[config.mk]
export PLATFORM = sky130hd
export DESIGN_NAME = key_refresh_scheduler
export DESIGN_NICKNAME = d
export VERILOG_FILES = /design/src/rtl/key_refresh_scheduler.sv
export SDC_FILE = /design/constraint.sdc
export NUM_CORES = 1
export LEC_CHECK = 0
export CAP_MARGIN = 5
export CORE_ASPECT_RATIO = 1.75
export CORE_MARGIN = 4
export CORE_UTILIZATION = 40
export CTS_CLUSTER_SIZE = 10
export DETAILED_ROUTE_END_ITERATION = 7
export GPL_TIMING_DRIVEN = 0
export PLACE_DENSITY = 0.67
export SLEW_MARGIN = 25
export SYNTH_ARGS = -nofsm -noshare
export SYNTH_HDL_FRONTEND = slang
export SYNTH_SLANG_ARGS = --single-unit
[constraint.sdc]
create_clock -name sysclk -period 2.95 [get_ports sysclk]
set_input_delay 0.885 -clock sysclk [delete_from_list [all_inputs] [get_ports sysclk]]
set_output_delay 0.885 -clock sysclk [all_outputs]
set_load 0.005 [all_outputs]
[src/rtl/key_refresh_scheduler.sv]
// Single-clock key refresh sequencer: 1 s time base, epoch-driven hash requests, display window.
// Optional macro HASH_TIMEOUT_EN adds a WAIT-state watchdog that drives the sticky hash_err flag.
module key_refresh_scheduler #(
    parameter int TICK_DIV      = 1000000,
    parameter int KEY_PERIOD    = 30,
    parameter int DISPLAY_TICKS = 5,
    parameter int HASH_TIMEOUT  = 64
) (
    input  logic        sysclk,
    input  logic        reset,
    input  logic        button_pulse,
    input  logic [15:0] student_id,
    input  logic        hash_done,
    input  logic [15:0] hash_result,
    output logic        hash_start,
    output logic [15:0] hash_time,
    output logic [15:0] hash_id,
    output logic [15:0] key_out,
    output logic        key_valid,
    output logic        display_en,
    output logic [15:0] cur_time,
    output logic        epoch_tick,
    output logic        hash_err
);

    localparam int PW = (TICK_DIV > 1) ? $clog2(TICK_DIV) : 1;
    localparam int EW = (KEY_PERIOD > 1) ? $clog2(KEY_PERIOD) : 1;
    localparam int DW = (DISPLAY_TICKS > 0) ? $clog2(DISPLAY_TICKS + 1) : 1;

    localparam logic [PW-1:0] PRE_MAX   = PW'(TICK_DIV - 1);
    localparam logic [EW-1:0] EPOCH_MAX = EW'(KEY_PERIOD - 1);
    localparam logic [DW-1:0] DISP_LOAD = DW'(DISPLAY_TICKS);

    typedef enum logic [1:0] {IDLE, REQ, WAIT} state_t;

    // time base
    logic [PW-1:0] pre_q, pre_d;
    logic [15:0]   time_q, time_d;
    logic [EW-1:0] epoch_q, epoch_d;
    logic          sec_tick, epoch_wrap;
    logic          epoch_tick_q;

    // request sequencer
    state_t        state_q;
    logic          pending_q;
    logic          hash_start_q;
    logic [15:0]   hash_time_q, hash_id_q;
    logic [15:0]   key_q;
    logic          key_valid_q;

    // display window
    logic [DW-1:0] disp_cnt_q, disp_cnt_d;
    logic          disp_en_q, disp_en_d;

    always_comb begin
        sec_tick   = (pre_q == PRE_MAX);
        pre_d      = sec_tick ? '0 : pre_q + PW'(1);
        time_d     = sec_tick ? time_q + 16'd1 : time_q;
        epoch_wrap = sec_tick && (epoch_q == EPOCH_MAX);
        epoch_d    = epoch_q;
        if (sec_tick) begin
            epoch_d = epoch_wrap ? '0 : epoch_q + EW'(1);
        end
    end

    always_ff @(posedge sysclk) begin
        if (reset) begin
            pre_q        <= '0;
            time_q       <= '0;
            epoch_q      <= '0;
            epoch_tick_q <= 1'b0;
        end else begin
            pre_q        <= pre_d;
            time_q       <= time_d;
            epoch_q      <= epoch_d;
            epoch_tick_q <= epoch_wrap;
        end
    end

`ifdef HASH_TIMEOUT_EN
    localparam int WW = (HASH_TIMEOUT > 1) ? $clog2(HASH_TIMEOUT) : 1;
    localparam logic [WW-1:0] WD_MAX = WW'(HASH_TIMEOUT - 1);

    logic [WW-1:0] wd_q;
    logic          hash_err_q;
    logic          wd_expired;

    assign wd_expired = (state_q == WAIT) && !hash_done && (wd_q == WD_MAX);

    // Watchdog restarts from zero every time WAIT is entered.
    always_ff @(posedge sysclk) begin
        if (reset) begin
            wd_q       <= '0;
            hash_err_q <= 1'b0;
        end else begin
            if (state_q == WAIT && !hash_done && !wd_expired) begin
                wd_q <= wd_q + WW'(1);
            end else begin
                wd_q <= '0;
            end
            if (state_q == WAIT && hash_done) begin
                hash_err_q <= 1'b0;
            end else if (wd_expired) begin
                hash_err_q <= 1'b1;
            end
        end
    end

    assign hash_err = hash_err_q;
`else
    logic wd_expired;

    assign wd_expired = 1'b0;
    assign hash_err   = 1'b0;
`endif

    always_ff @(posedge sysclk) begin
        if (reset) begin
            state_q      <= IDLE;
            pending_q    <= 1'b1;
            hash_start_q <= 1'b0;
            hash_time_q  <= '0;
            hash_id_q    <= '0;
            key_q        <= '0;
            key_valid_q  <= 1'b0;
        end else begin
            hash_start_q <= 1'b0;
            case (state_q)
                IDLE: begin
                    if (pending_q) begin
                        state_q      <= REQ;
                        hash_start_q <= 1'b1;
                        hash_time_q  <= time_d;
                        hash_id_q    <= student_id;
                    end
                end
                REQ: begin
                    state_q <= WAIT;
                end
                WAIT: begin
                    if (hash_done) begin
                        state_q     <= IDLE;
                        key_q       <= hash_result;
                        key_valid_q <= 1'b1;
                    end else if (wd_expired) begin
                        state_q <= IDLE;
                    end
                end
                default: state_q <= IDLE;
            endcase

            // A request issued on this edge already carries the latest time, so it absorbs
            // a coincident epoch; epochs seen while busy collapse into one pending request.
            if (state_q == IDLE && pending_q) begin
                pending_q <= 1'b0;
            end else if (epoch_wrap) begin
                pending_q <= 1'b1;
            end
        end
    end

    always_comb begin
        disp_cnt_d = disp_cnt_q;
        disp_en_d  = disp_en_q;
        if (button_pulse && key_valid_q) begin
            disp_cnt_d = DISP_LOAD;
            disp_en_d  = (DISPLAY_TICKS != 0);
        end else if (sec_tick && disp_cnt_q != '0) begin
            disp_cnt_d = disp_cnt_q - DW'(1);
            if (disp_cnt_q == DW'(1)) begin
                disp_en_d = 1'b0;
            end
        end
    end

    always_ff @(posedge sysclk) begin
        if (reset) begin
            disp_cnt_q <= '0;
            disp_en_q  <= 1'b0;
        end else begin
            disp_cnt_q <= disp_cnt_d;
            disp_en_q  <= disp_en_d;
        end
    end

    assign hash_start = hash_start_q;
    assign hash_time  = hash_time_q;
    assign hash_id    = hash_id_q;
    assign key_out    = key_q;
    assign key_valid  = key_valid_q;
    assign display_en = disp_en_q;
    assign cur_time   = time_q;
    assign epoch_tick = epoch_tick_q;

endmodule

=== After elaboration in Yosys (flattened, before gate mapping) ===
Cells that the tools add are included.

* Bits in registers: 99
* Output and inout bits: 69

* Add/sub/neg operators: 4
* Eq/ne operators: 7
* Muxes and demuxes: 13
* Bitwise operators: 1
* Reduce and logical (&&, ||, !) cells: 16

{| class="wikitable"
|+ Operators with widths
! cell !! number
|-
| 20-bit by 1-bit adder with 20-bit output (second input constant) || 1
|-
| 20-bit == test (second input constant) || 1
|-
| 16-bit by 1-bit adder with 16-bit output (second input constant) || 1
|-
| 16-bit two-way mux || 1
|-
| 2-bit AND reduction || 4
|-
| 1-bit two-way mux || 6
|-
| 3-bit two-way mux || 2
|-
| 2-bit case mux with 3 select lines || 1
|-
| 2-bit nonzero test || 3
|-
| 2-bit OR reduction || 3
|-
| 5-bit by 1-bit adder with 5-bit output (second input constant) || 1
|-
| 5-bit == test (second input constant) || 1
|-
| 5-bit two-way mux || 1
|-
| 1-bit logical AND || 4
|-
| 2-bit two-way mux || 2
|-
| 2-bit inequality test (second input constant) || 2
|-
| 3-bit by 1-bit == test with 1-bit output (second input constant) || 1
|-
| 3-bit nonzero test || 1
|-
| 3-bit by 1-bit subtractor with 3-bit output (second input constant) || 1
|-
| 2-bit by 1-bit == test with 1-bit output (second input constant) || 1
|-
| 2-bit == test (second input constant) || 1
|-
| 2-bit logical NOT || 1
|-
| 1-bit NOT || 1
|}

=== Longest topological paths before layout ===
* Word-level depth: 4
* Gate-level depth with buffers: 6
* Gate-level depth less buffers: 6

=== Least setup slack after synthesis ===
No wires, ideal clock.

* Kind: flip-flop to flip-flop
* From: register pre_q[0]
* To: register hash_time_q[15], in the netlist hash_time[15]
* Arrival time: 1890 ps
* Path slack: 969 ps
* Cell stages (with the launch flop): 7
* Period minus slack after synthesis: 1981 ps
* Cells stage by stage: dfxtp_1 > ha_1 > clkbuf_1 > and4_1 > nand4_2 > or4_1 > a311oi_1

* Word-level cells in the longest chain between the ends: 2

{| class="wikitable"
|+ RTL lines
! what !! RTL line !! text
|-
| from (decl) || 37 || <nowiki>logic [PW-1:0] pre_q, pre_d;</nowiki>
|-
| from (signal assigned) || 73 || <nowiki>pre_q <= pre_d;</nowiki>
|-
| 20-bit == test || 56 || <nowiki>sec_tick = (pre_q == PRE_MAX);</nowiki>
|-
| 16-bit two-way mux || 58 || <nowiki>time_d = sec_tick ? time_q + 16'd1 : time_q;</nowiki>
|-
| to (signal assigned) || 133 || <nowiki>hash_time_q <= time_d;</nowiki>
|-
| to (decl) || 47 || <nowiki>logic [15:0] hash_time_q, hash_id_q;</nowiki>
|}

No other way between the ends.
A chain may end at the register's enable or synchronous reset.

=== Final worst setup path ===
Ends and elaborated chain as after synthesis.

==> metrics.yaml <==
rsz_0062_raised_after_global_routing: "false"
design.portCount: 105
drv.max_cap_violation_count: 0
dieWidth_um: 84.9
syn-cell-area_sq_um: 4140
yosys.cell_types.count: 43
setup.worst_path.end_class: "register"
number_of_flops_mapped_to_enable_cells_by_yosys: 0
floorplan.core_area_sq_um: 9970
synth_seq_cells: 99
synthesis.instances: 481
swShare: 0.256
cts_tree: "built"
hold_path_end: "pre_q[0]$_SDFF_PP0_"
dieArea_sq_um: 12100
fill_cells: 944
htree_levels: 3
grt_use_total: 0.194
critical_path_class: "reg -> reg"
min-delay-path-class: "reg -> reg"
wl_per_cell_um: 16.2
post_synth.cell_area_avg_sq_um: 8.60
critical_path.slowest_cell: "or4_1"
setup_viol: 0
multi_input_comb_area_sq_um: 1990
drt.antenna.violating_nets: 0
cp_cell_sequence: "ha_1 -> clkbuf_1 -> and4_1 -> nand4_2 -> or4_1 -> a311oi_1"
route.final.wire_length_um: 11700
power.clock.fraction: 0.362
worst-endpoint-required_ps: 3210
cp-start-kind: "register"
utilization: 0.561
clock_tree.root_cell: "clkbuf_16"
post_route_cells_drive_above_1_share: 0.0467
first_global_vias: 3875
residual_drc: 0
die_y_um: 143
post_cts_resize_count: 0
worst_setup_hold_path_clk_slew_ps: 70
yosysWarningCount: 0
power-per-cell-area_nw_per_um2: 546
ys.flop_type: "dfxtp_1"
critPathMaxStageDelay_ps: 590
run_status: "complete, no violations"
via_count: 3925
cts.sink_count: 99
cts_setup_buffers: 0
synthesis.nets: 524
leakage_power_nw: 1.89
io_buffer_count: 102
dr.first_iter.drc_count: 156
r2r_cell_count: 6
tightest_slew_ps: 662
initial_core_util: 0.415
final.min_clock_period_ps: 2300
p_sw_mw: 0.784
clk-insertion-delay-late_ps: 340
num_antenna_cells: 0
share_of_synthesized_registers_carrying_an_async_set_or_reset: 0
min_period_over_period: 0.779
max-clock-path-buffers: 2
detailed_place.area_sq_um: 5310
place_congestion: 0.832
cp_max_fo: 10
worst_r2r_endpoint: "hash_time[15]$_SDFFE_PP0P_"
firstDrtPassIters: 4
setup_tns_ps: 0
seq_area_frac_synth: 0.479
max_freq_mhz: 435
cts-buffers-inserted: 9
critical_path_arrival_ps: 2550
worst_r2r_startpoint: "pre_q[0]$_SDFF_PP0_"
slew_violations: 0
dpl.hpwl_um: 8780
finish.net_count: 637
r2r_setup_slack_ps: 650
cts_hold_buf: 0
globalRouteOverflowTotal: 0
wire_length_of_the_first_global_routing_pass_um: 18800
area_growth_syn_to_layout_pct: 35.2
p_seq_frac: 0.483
hold-path-cell-count: 1
clock_skew_ps: 4.47
comb_power_share: 0.155
irDropWorstVdd_uv: 420
std_cell_rows: 48
power_report.internal_total_mw: 2.27
vias_per_cell: 5.42
register_area_sq_um: 1980
grt_max_degree: 17
grt_antenna_before_repair: 0
finalHoldViolCount: 0
timing.max_slew.rel_slack: 0.558
timing.hold.worst.start: "pre_q[0]$_SDFF_PP0_"
finish.instance_area_sq_um: 5590
[cell usage after synthesis, drive strengths merged (10+ instances only)]
cell,n,area share
a21oi,64,0.077
a311oi,11,0.023
clkbuf,26,0.024
dfxtp,99,0.48
inv,10,0.0091
nand2,80,0.073
nand3,12,0.015
nand4,16,0.026
nor2,30,0.027
o21ai,14,0.017
o31ai,19,0.034
or4,20,0.039
[layer usage]
metal,wire length (um),up-vias,track usage
met2,6110,101,0.359
met5,0,-,0
met4,378,0,0.108
met3,482,25,0.0348
met1,4730,1828,0.204
li1,-,1971,-
[power by group through the flow]
stage / registers [mW] / logic [mW] / clock network (mW)
2_1_floorplan: 1.51 / 0.198 / 0
3_3_place_gp: 1.50 / 0.475 / 0
3_5_place_dp: 1.51 / 0.482 / 0
4_1_cts: 1.48 / 0.483 / 1.14
5_1_grt: 1.49 / 0.524 / 1.19
6_report: 1.48 / 0.474 / 1.10
[layout make-up]
cell class                      instances  area share
Multi-Input combinational cell        341       0.355
Sequential cell                        99       0.354
Timing Repair Buffer                  102       0.183
Clock buffer                           11      0.0434
Tap cell                              125      0.0280
Buffer                                 31      0.0233
Inverter                               10     0.00671
Clock inverter                          5     0.00649
[cells in the final DEF (no fill, tap or decap), types with 3 or more instances in the layout]
cell             count
clkdlybuf4s50_1    102
dfxtp_1             99
nand2_1             79
a21oi_1             64
nor2_1              30
clkbuf_1            27
o31ai_1             19
or4_1               17
nand4_1             15
o21ai_0             14
nand3_1             12
a311oi_1            11
inv_1               10
and4_1               9
a31oi_1              9
or3_1                9
clkbuf_16            9
xor2_1               8
ha_1                 7
o21bai_1             5
and3_1               4
or4_4                3
nor3_1               3
[worst max-delay path, delay by kind of cell, from the launching register on]
| kind | cells | cell delay [ps] |
|---|---|---|
| DFF | 1 | 350 |
| and+or+nand+nor | 3 | 1060 |
| buffers and inverters | 1 | 350 |
| AOI/OAI and AO/OA | 1 | 260 |
| adders and majority gates | 1 | 200 |
[registers in the layout, summed over array words and instances, names as in the netlist]
signal and flops:
cur_time 16, display_en 1, epoch_tick 1, state_q 2, disp_cnt_q 3, pending_q 1
hash_start 1, key_valid 1, hash_id 16, key_out 16, epoch_q 5, hash_time 16
pre_q 20
[cells by family (layout without fill, tap and decap cells)]
group,after synthesis,count (layout),share of synthesized area
simple gates,198,198,0.257
compound gates,125,125,0.181
flops,99,99,0.479
buf+inv,41,159,0.0405
xor+xnor,10,10,0.0212
fa+ha+maj,7,7,0.0212
other cells,1,1,0.000907
[worst max-delay path by stage]
stage	slack, ps	startpoint	to
floorplan	970	pre_q[0]$_SDFF_PP0_	hash_time[15]$_SDFFE_PP0P_
global placement	400	hash_done	key_out[8]$_SDFFE_PP0P_
detailed placement	360	hash_done	key_out[12]$_SDFFE_PP0P_
CTS	640	pre_q[0]$_SDFF_PP0_	hash_time[15]$_SDFFE_PP0P_
global route	470	pre_q[0]$_SDFF_PP0_	hash_time[15]$_SDFFE_PP0P_
finish	650	pre_q[0]$_SDFF_PP0_	hash_time[15]$_SDFFE_PP0P_
[per-stage QoR]
step	worst slack, ps	instances	hold slack, ps	total power [mW]
floorplan	969	481	413	1.71
global placement	398	708	424	1.98
detailed placement	365	708	438	1.99
CTS	636	724	451	3.10
global route	470	724	468	3.20
finish	653	724	443	3.05
Note: power is estimated with default switching activity, not from simulation.
